<file path="config.mk">
export PLATFORM = sky130hd
export DESIGN_NAME = icache_sa
export DESIGN_NICKNAME = d
export VERILOG_FILES = /design/src/rtl/icache_sa.sv
export SDC_FILE = /design/constraint.sdc
export NUM_CORES = 2
export LEC_CHECK = 0
export ABC_AREA = 1
export BUFFER_PORTS_ARGS = -buffer_cell sky130_fd_sc_hd__buf_4
export CAP_MARGIN = 20
export CORE_UTILIZATION = 25
export DETAILED_ROUTE_END_ITERATION = 8
export GPL_TIMING_DRIVEN = 0
export PLACE_DENSITY = 0.5
export SYNTH_ARGS = -nofsm -noshare
export SYNTH_HDL_FRONTEND = slang
export SYNTH_SLANG_ARGS = --single-unit
</file>
<file path="constraint.sdc">
create_clock -name clk -period 13 [get_ports clk]
set_clock_uncertainty 0.05 [all_clocks]
set_input_delay 1.3 -clock clk [delete_from_list [all_inputs] [get_ports clk]]
set_output_delay 1.3 -clock clk [all_outputs]
set_load 0.02 [all_outputs]
</file>
<file path="src/rtl/icache_sa.sv">
// -----------------------------------------------------------------------------
// icache_sa -- set-associative (1- or 2-way) instruction cache with a single
// outstanding line fill and hit-under-miss.
//
// Parameters
//   LINE_WORDS  32-bit words per line (power of two, 1..8)
//   SETS        number of sets (power of two, 2..64)
//   WAYS        associativity, 1 or 2
//   TAG_HI      highest pc_addr bit stored in the tag
//
// Ports
//   clk          rising-edge clock
//   rst          asynchronous active-low reset
//   rdy          global enable; low freezes every register and array
//   flush        invalidate the whole cache
//   pc_valid     fetch request present
//   pc_addr      fetch byte address (word aligned)
//   hit          combinational: requested word is resident
//   ins_out      combinational: requested word when hit, else 0
//   mem_en       line-fill request to the memory controller
//   addr_to_mem  line-aligned fill address
//   mem_valid    one-cycle pulse: ins_blk carries the fill line
//   ins_blk      fill line, word 0 in bits [31:0]
// -----------------------------------------------------------------------------
module icache_sa #(
  parameter int LINE_WORDS = 2,
  parameter int SETS       = 16,
  parameter int WAYS       = 2,
  parameter int TAG_HI     = 17
) (
  input  logic                    clk,
  input  logic                    rst,
  input  logic                    rdy,
  input  logic                    flush,
  input  logic                    pc_valid,
  input  logic [31:0]             pc_addr,
  output logic                    hit,
  output logic [31:0]             ins_out,
  output logic                    mem_en,
  output logic [31:0]             addr_to_mem,
  input  logic                    mem_valid,
  input  logic [32*LINE_WORDS-1:0] ins_blk
);

  localparam int OB    = $clog2(4 * LINE_WORDS);  // byte-offset bits
  localparam int IB    = $clog2(SETS);            // index bits
  localparam int TAG_LO = OB + IB;
  localparam int TW    = TAG_HI - TAG_LO + 1;
  localparam int LW    = 32 * LINE_WORDS;

  typedef enum logic [1:0] {IDLE, FILL, DROP} state_t;

  // Storage: valid/LRU are control state and get reset; tag/data are not.
  logic [SETS-1:0] valid_q [WAYS];
  logic [SETS-1:0] lru_q;                 // 1 bit per set: least-recently-used way
  logic [TW-1:0]   tag_q   [WAYS][SETS];
  logic [LW-1:0]   data_q  [WAYS][SETS];

  // Fill bookkeeping latched when the miss is issued.
  state_t          state_q, state_d;
  logic            mem_en_d;
  logic [31:0]     addr_d;
  logic [IB-1:0]   fill_set_q, fill_set_d;
  logic [TW-1:0]   fill_tag_q, fill_tag_d;
  logic            fill_way_q, fill_way_d;
  logic            fill_we;

  // Address split.
  logic [IB-1:0] req_set;
  logic [TW-1:0] req_tag;
  logic [31:0]   word_idx;
  assign req_set  = pc_addr[TAG_LO-1:OB];
  assign req_tag  = pc_addr[TAG_HI:TAG_LO];
  assign word_idx = 32'(pc_addr[OB-1:0] >> 2);

  // Lookup and word select.
  logic          any_match;
  logic          hit_way;
  logic [LW-1:0] hit_line;

  // NOTE: every signal written in an always_comb gets a default first so no
  // path through the block leaves it unassigned (which would infer a latch).
  always_comb begin
    any_match = 1'b0;
    hit_way   = 1'b0;
    hit_line  = '0;
    for (int w = 0; w < WAYS; w++) begin
      if (valid_q[w][req_set] && tag_q[w][req_set] == req_tag) begin
        any_match = 1'b1;
        hit_way   = 1'(w);
        hit_line  = data_q[w][req_set];
      end
    end
    hit     = pc_valid & ~flush & any_match;
    ins_out = '0;
    if (hit) begin
      for (int k = 0; k < LINE_WORDS; k++) begin
        if (word_idx == 32'(k)) ins_out = hit_line[k*32 +: 32];
      end
    end
  end

  // Victim: first invalid way (way 0 preferred), otherwise the LRU way.
  logic victim;
  logic found_free;
  always_comb begin
    victim     = 1'b0;
    found_free = 1'b0;
    for (int w = 0; w < WAYS; w++) begin
      if (!found_free && !valid_q[w][req_set]) begin
        victim     = 1'(w);
        found_free = 1'b1;
      end
    end
    if (!found_free && WAYS == 2) victim = lru_q[req_set];
  end

  // Next-state / output logic. A flush seen in FILL keeps the request alive
  // (the memory controller still answers it) but the answer gets dropped.
  always_comb begin
    state_d    = state_q;
    mem_en_d   = mem_en;
    addr_d     = addr_to_mem;
    fill_set_d = fill_set_q;
    fill_tag_d = fill_tag_q;
    fill_way_d = fill_way_q;
    fill_we    = 1'b0;
    case (state_q)
      IDLE: begin
        if (pc_valid && !hit && !flush) begin
          mem_en_d   = 1'b1;
          addr_d     = {pc_addr[31:OB], {OB{1'b0}}};
          fill_set_d = req_set;
          fill_tag_d = req_tag;
          fill_way_d = victim;
          state_d    = FILL;
        end
      end
      FILL: begin
        if (mem_valid) begin
          fill_we  = ~flush;
          mem_en_d = 1'b0;
          addr_d   = '0;
          state_d  = IDLE;
        end else if (flush) begin
          state_d = DROP;
        end
      end
      DROP: begin
        if (mem_valid) begin
          mem_en_d = 1'b0;
          addr_d   = '0;
          state_d  = IDLE;
        end
      end
      default: state_d = IDLE;
    endcase
  end

  // NOTE: sequential state uses non-blocking assignments so every register
  // samples pre-edge values regardless of block ordering.
  always_ff @(posedge clk or negedge rst) begin
    if (!rst) begin
      state_q     <= IDLE;
      mem_en      <= 1'b0;
      addr_to_mem <= '0;
      fill_set_q  <= '0;
      fill_tag_q  <= '0;
      fill_way_q  <= 1'b0;
    end else if (rdy) begin
      state_q     <= state_d;
      mem_en      <= mem_en_d;
      addr_to_mem <= addr_d;
      fill_set_q  <= fill_set_d;
      fill_tag_q  <= fill_tag_d;
      fill_way_q  <= fill_way_d;
    end
  end

  // Valid and LRU bits. A fill in the same cycle as a hit to the same set
  // wins the LRU update, since the filled line is the newest.
  always_ff @(posedge clk or negedge rst) begin
    if (!rst) begin
      for (int w = 0; w < WAYS; w++) valid_q[w] <= '0;
      lru_q <= '0;
    end else if (rdy) begin
      if (flush) begin
        for (int w = 0; w < WAYS; w++) valid_q[w] <= '0;
        lru_q <= '0;
      end else begin
        if (hit && WAYS == 2) lru_q[req_set] <= ~hit_way;
        if (fill_we) begin
          for (int w = 0; w < WAYS; w++) begin
            if (fill_way_q == 1'(w)) valid_q[w][fill_set_q] <= 1'b1;
          end
          if (WAYS == 2) lru_q[fill_set_q] <= ~fill_way_q;
        end
      end
    end
  end

  // NOTE: tag/data arrays carry no reset; valid bits gate every use, and
  // leaving them unreset lets them map onto plain RAM.
  always_ff @(posedge clk) begin
    if (rdy && fill_we) begin
      for (int w = 0; w < WAYS; w++) begin
        if (fill_way_q == 1'(w)) begin
          data_q[w][fill_set_q] <= ins_blk;
          tag_q[w][fill_set_q]  <= fill_tag_q;
        end
      end
    end
  end

endmodule

</file>
==> qor.yml <==
status: "completed"
viasPerCell: 5.03
cts_tree: "built"
gp_congestion: 0.855
power.density_nw_per_um2: 160
postCtsSetupBuffers: 0
start_util_pct: 25.2
startpoint_type: "input pin"
route.layer.met1.wl_um: 134000
finalSetupViolations: 0
drt_first_pass_iters: 6
crit_fanout: 10
num_vias: 60900
drive_above_1_share_pct: 12.8
hpwl_um: 226000
power_switching_uw: 4290
routed_wl_um: 332000
worst_pin_slew_ns: 1.22
cp_cell_sequence: "buf_2, nand2_1, inv_2, clkbuf_1, nand2_1, nand2_1, o21ai_0, nand3_1, nor2_1, nand3_1, buf_2, inv_2, buf_2, nand2_1, nand3_1, a21oi_1, buf_4"
rr_worst_depth: 11
p_int_uw: 13800
overflow: 0
crit_required_ns: 11.65
fin_ws_ns: 4.56
clk_pin_slew_ns: 0.06
yosysWarnings: 0
combPwrFrac_pct: 7.6
syn_area_um2: 93000
setup_tns_ns: 0
first_global_vias: 58200
seq_power_share_pct: 51.0
ctsHtreeMaxLevel: 5
drcViolationCount: 0
yosys-top-cells-area: "edfxtp_1, o22ai_1, nand2_1, o21ai_0, dfrtp_1"
clk_latency_ns: 0.83
grt_pass1_wl_um: 456000
cpMaxStageDelayCell: "a21oi_1"
io_pins: 168
crit_type: "in2out"
ant_nets: 0
cp-end-kind: "primary output"
wl_per_cell_um: 27.4
critPathBufInv: 7
clock_path_buffers: 4
io_buffers: 158
route.met3.wl_um: 29400
root_buffer: "clkbuf_16"
die_area_um2: 374000
postCtsHoldBufs: 0
cts_sinks: 2496
syn_inst: 6292
timing.slew.headroom_pct: 18.7
drt-initial-drc-count: 7989
switching_share_pct: 23.7
grt_max_degree: 66
cts_resized: 0
path_common_cell: "nand2_1"
coreArea_um2: 370000
cap_violations: 0
dr.max_layer_used: "met5"
arrival_ns: 7.09
antenna_found_initial: 38
met2_length_um: 153000
timing.final.crit_period_ns: 8.44
slowest_delay_ns: 1.02
die_h_um: 612
maxSlewViolCount: 0
cpLargestDelayFamily: "buffers and inverters"
hold_path.class: "in2async"
cts_made_buffers: 273
synth_top_area_share_pct: 77.5
grt_setup_unrepaired: "no"
syn2layout_area_growth_pct: 21.3
num_rows: 223
cp.depth: 17
ys_seq_area_share_pct: 80.1
crit_start: "pc_addr[5]"
p_leak_uw: 0.0365
peakVddDrop_v: 0.0000871
layout_common_cells: "edfxtp_1, nand2_1, o22ai_1"
synth_area_leader_cell: "edfxtp_1"
pwr-share-clk_pct: 41.5
hold_viol: 0
worstReg2RegStart: "state_q[1]$_DFFE_PN0P_"
syn_avg_cell_area_um2: 14.8
nets: 7064
fp.dieW_um: 612
place_ws_ns: 4.78
final_common_cell: "edfxtp_1"
fmax_mhz: 119
ys_seq_elements: 2496
yosysUniqueCellTypes: 31
min_period_over_period_pct: 64.9
grtUsageTotal_pct: 17.1
==> registers in the layout, summed over array words and instances, names as in the netlist <==
signal,cells
addr_to_mem,29
data_q,2048
fill_set_q,4
fill_tag_q,11
fill_way_q,1
lru_q,16
mem_en,1
state_q,2
tag_q,352
valid_q,32
==> Yosys cell counts <==
library cell     n
a21boi_0         1
nand4_1        148
nor4_1           1
clkinv_1         1
nand3_2          2
clkbuf_1       251
o21a_1          17
conb_1           1
nor3_1          19
nand2_4          1
nand2_1       1120
inv_1           69
o21ai_0        543
nor2_2           2
buf_4           10
edfxtp_1      2400
inv_2            4
ha_1             4
a21oi_1         55
a31oi_1          4
inv_4            1
o21ai_1         38
buf_1           58
nand3_1        170
a22oi_1          4
nor2_4           2
o22ai_1       1024
buf_2           89
nor2_1         156
dfrtp_1         96
nand2_2          1
==> logic make-up after synthesis <==
group	synth area share [%]
flops	80.1
compound gates	10.5
simple gates	7.25
buf+inv	2.11
fa+ha+maj	0.0538
other cells	0.00403
==> per-stage QoR <==
step / hold slack [ns] / cell area [um2] / cells / power [uW] / utilization [%]
floorplan: 0.414 / 93000 / 6294 / 9940 / -
global placement: 0.423 / 100000 / 11400 / 10600 / 27.2
detailed placement: 0.431 / 104000 / 11600 / 10700 / 28.2
CTS: 0.362 / 113000 / 12100 / 18100 / 30.5
global route: 0.417 / 113000 / 12100 / 18600 / 30.5
finish: 0.400 / 113000 / 12100 / 18100 / 30.5
==> layer usage <==
layer	vias to the layer above	GRT usage [%]
met1	31300	22.6
met4	22	7.19
li1	25800	-
met5	-	0
met3	634	3.33
met2	3222	27.4
==> path summary, 6_finish.rpt <==
kind,end,slack (ns)
max in group asynchronous,fill_way_q$_DFFE_PN0P_,11.73
worst max-delay path,ins_out[24],4.56
min in group clk,valid_q[9]$_DFFE_PN0P_,0.44
worst min register to register,valid_q[9]$_DFFE_PN0P_,0.44
worst max register to register,data_q[0][1257]$_DFFE_PP_,8.80
worst min-delay path,addr_to_mem[16]$_DFFE_PN0P_,0.40
==> power groups by stage <==
stage          logic (uW)  registers, uW  clock network (uW)
6_report             1370           9220                7510
5_1_grt              1450           9230                7870
4_1_cts              1240           9290                7590
3_5_place_dp         1240           9460                   0
3_3_place_gp         1130           9480                   0
2_1_floorplan         513           9430                   0
==> worst reg2reg max path, stage by stage (launching register included) <==
cell	delay, ns
dfrtp_1	0.41
inv_1	0.10
ha_1	0.16
inv_1	0.05
nor3_1	0.78
clkbuf_1	0.43
nand2_1	0.26
nor3_2	0.79
buf_6	0.29
buf_6	0.22
buf_6	0.20
buf_6	0.19
==> area by class of cell <==
cell class,count,area [um2]
Fill cell,36500,257000
Sequential cell,2496,74500
Multi-Input combinational cell,3315,16800
Clock buffer,342,7250
Tap cell,4950,6190
Timing Repair Buffer,389,4890
Buffer,408,1700
Clock inverter,128,1210
Inverter,75,284
Antenna cell,18,45.0
No activity file was read; power rests on OpenSTA's default activity.
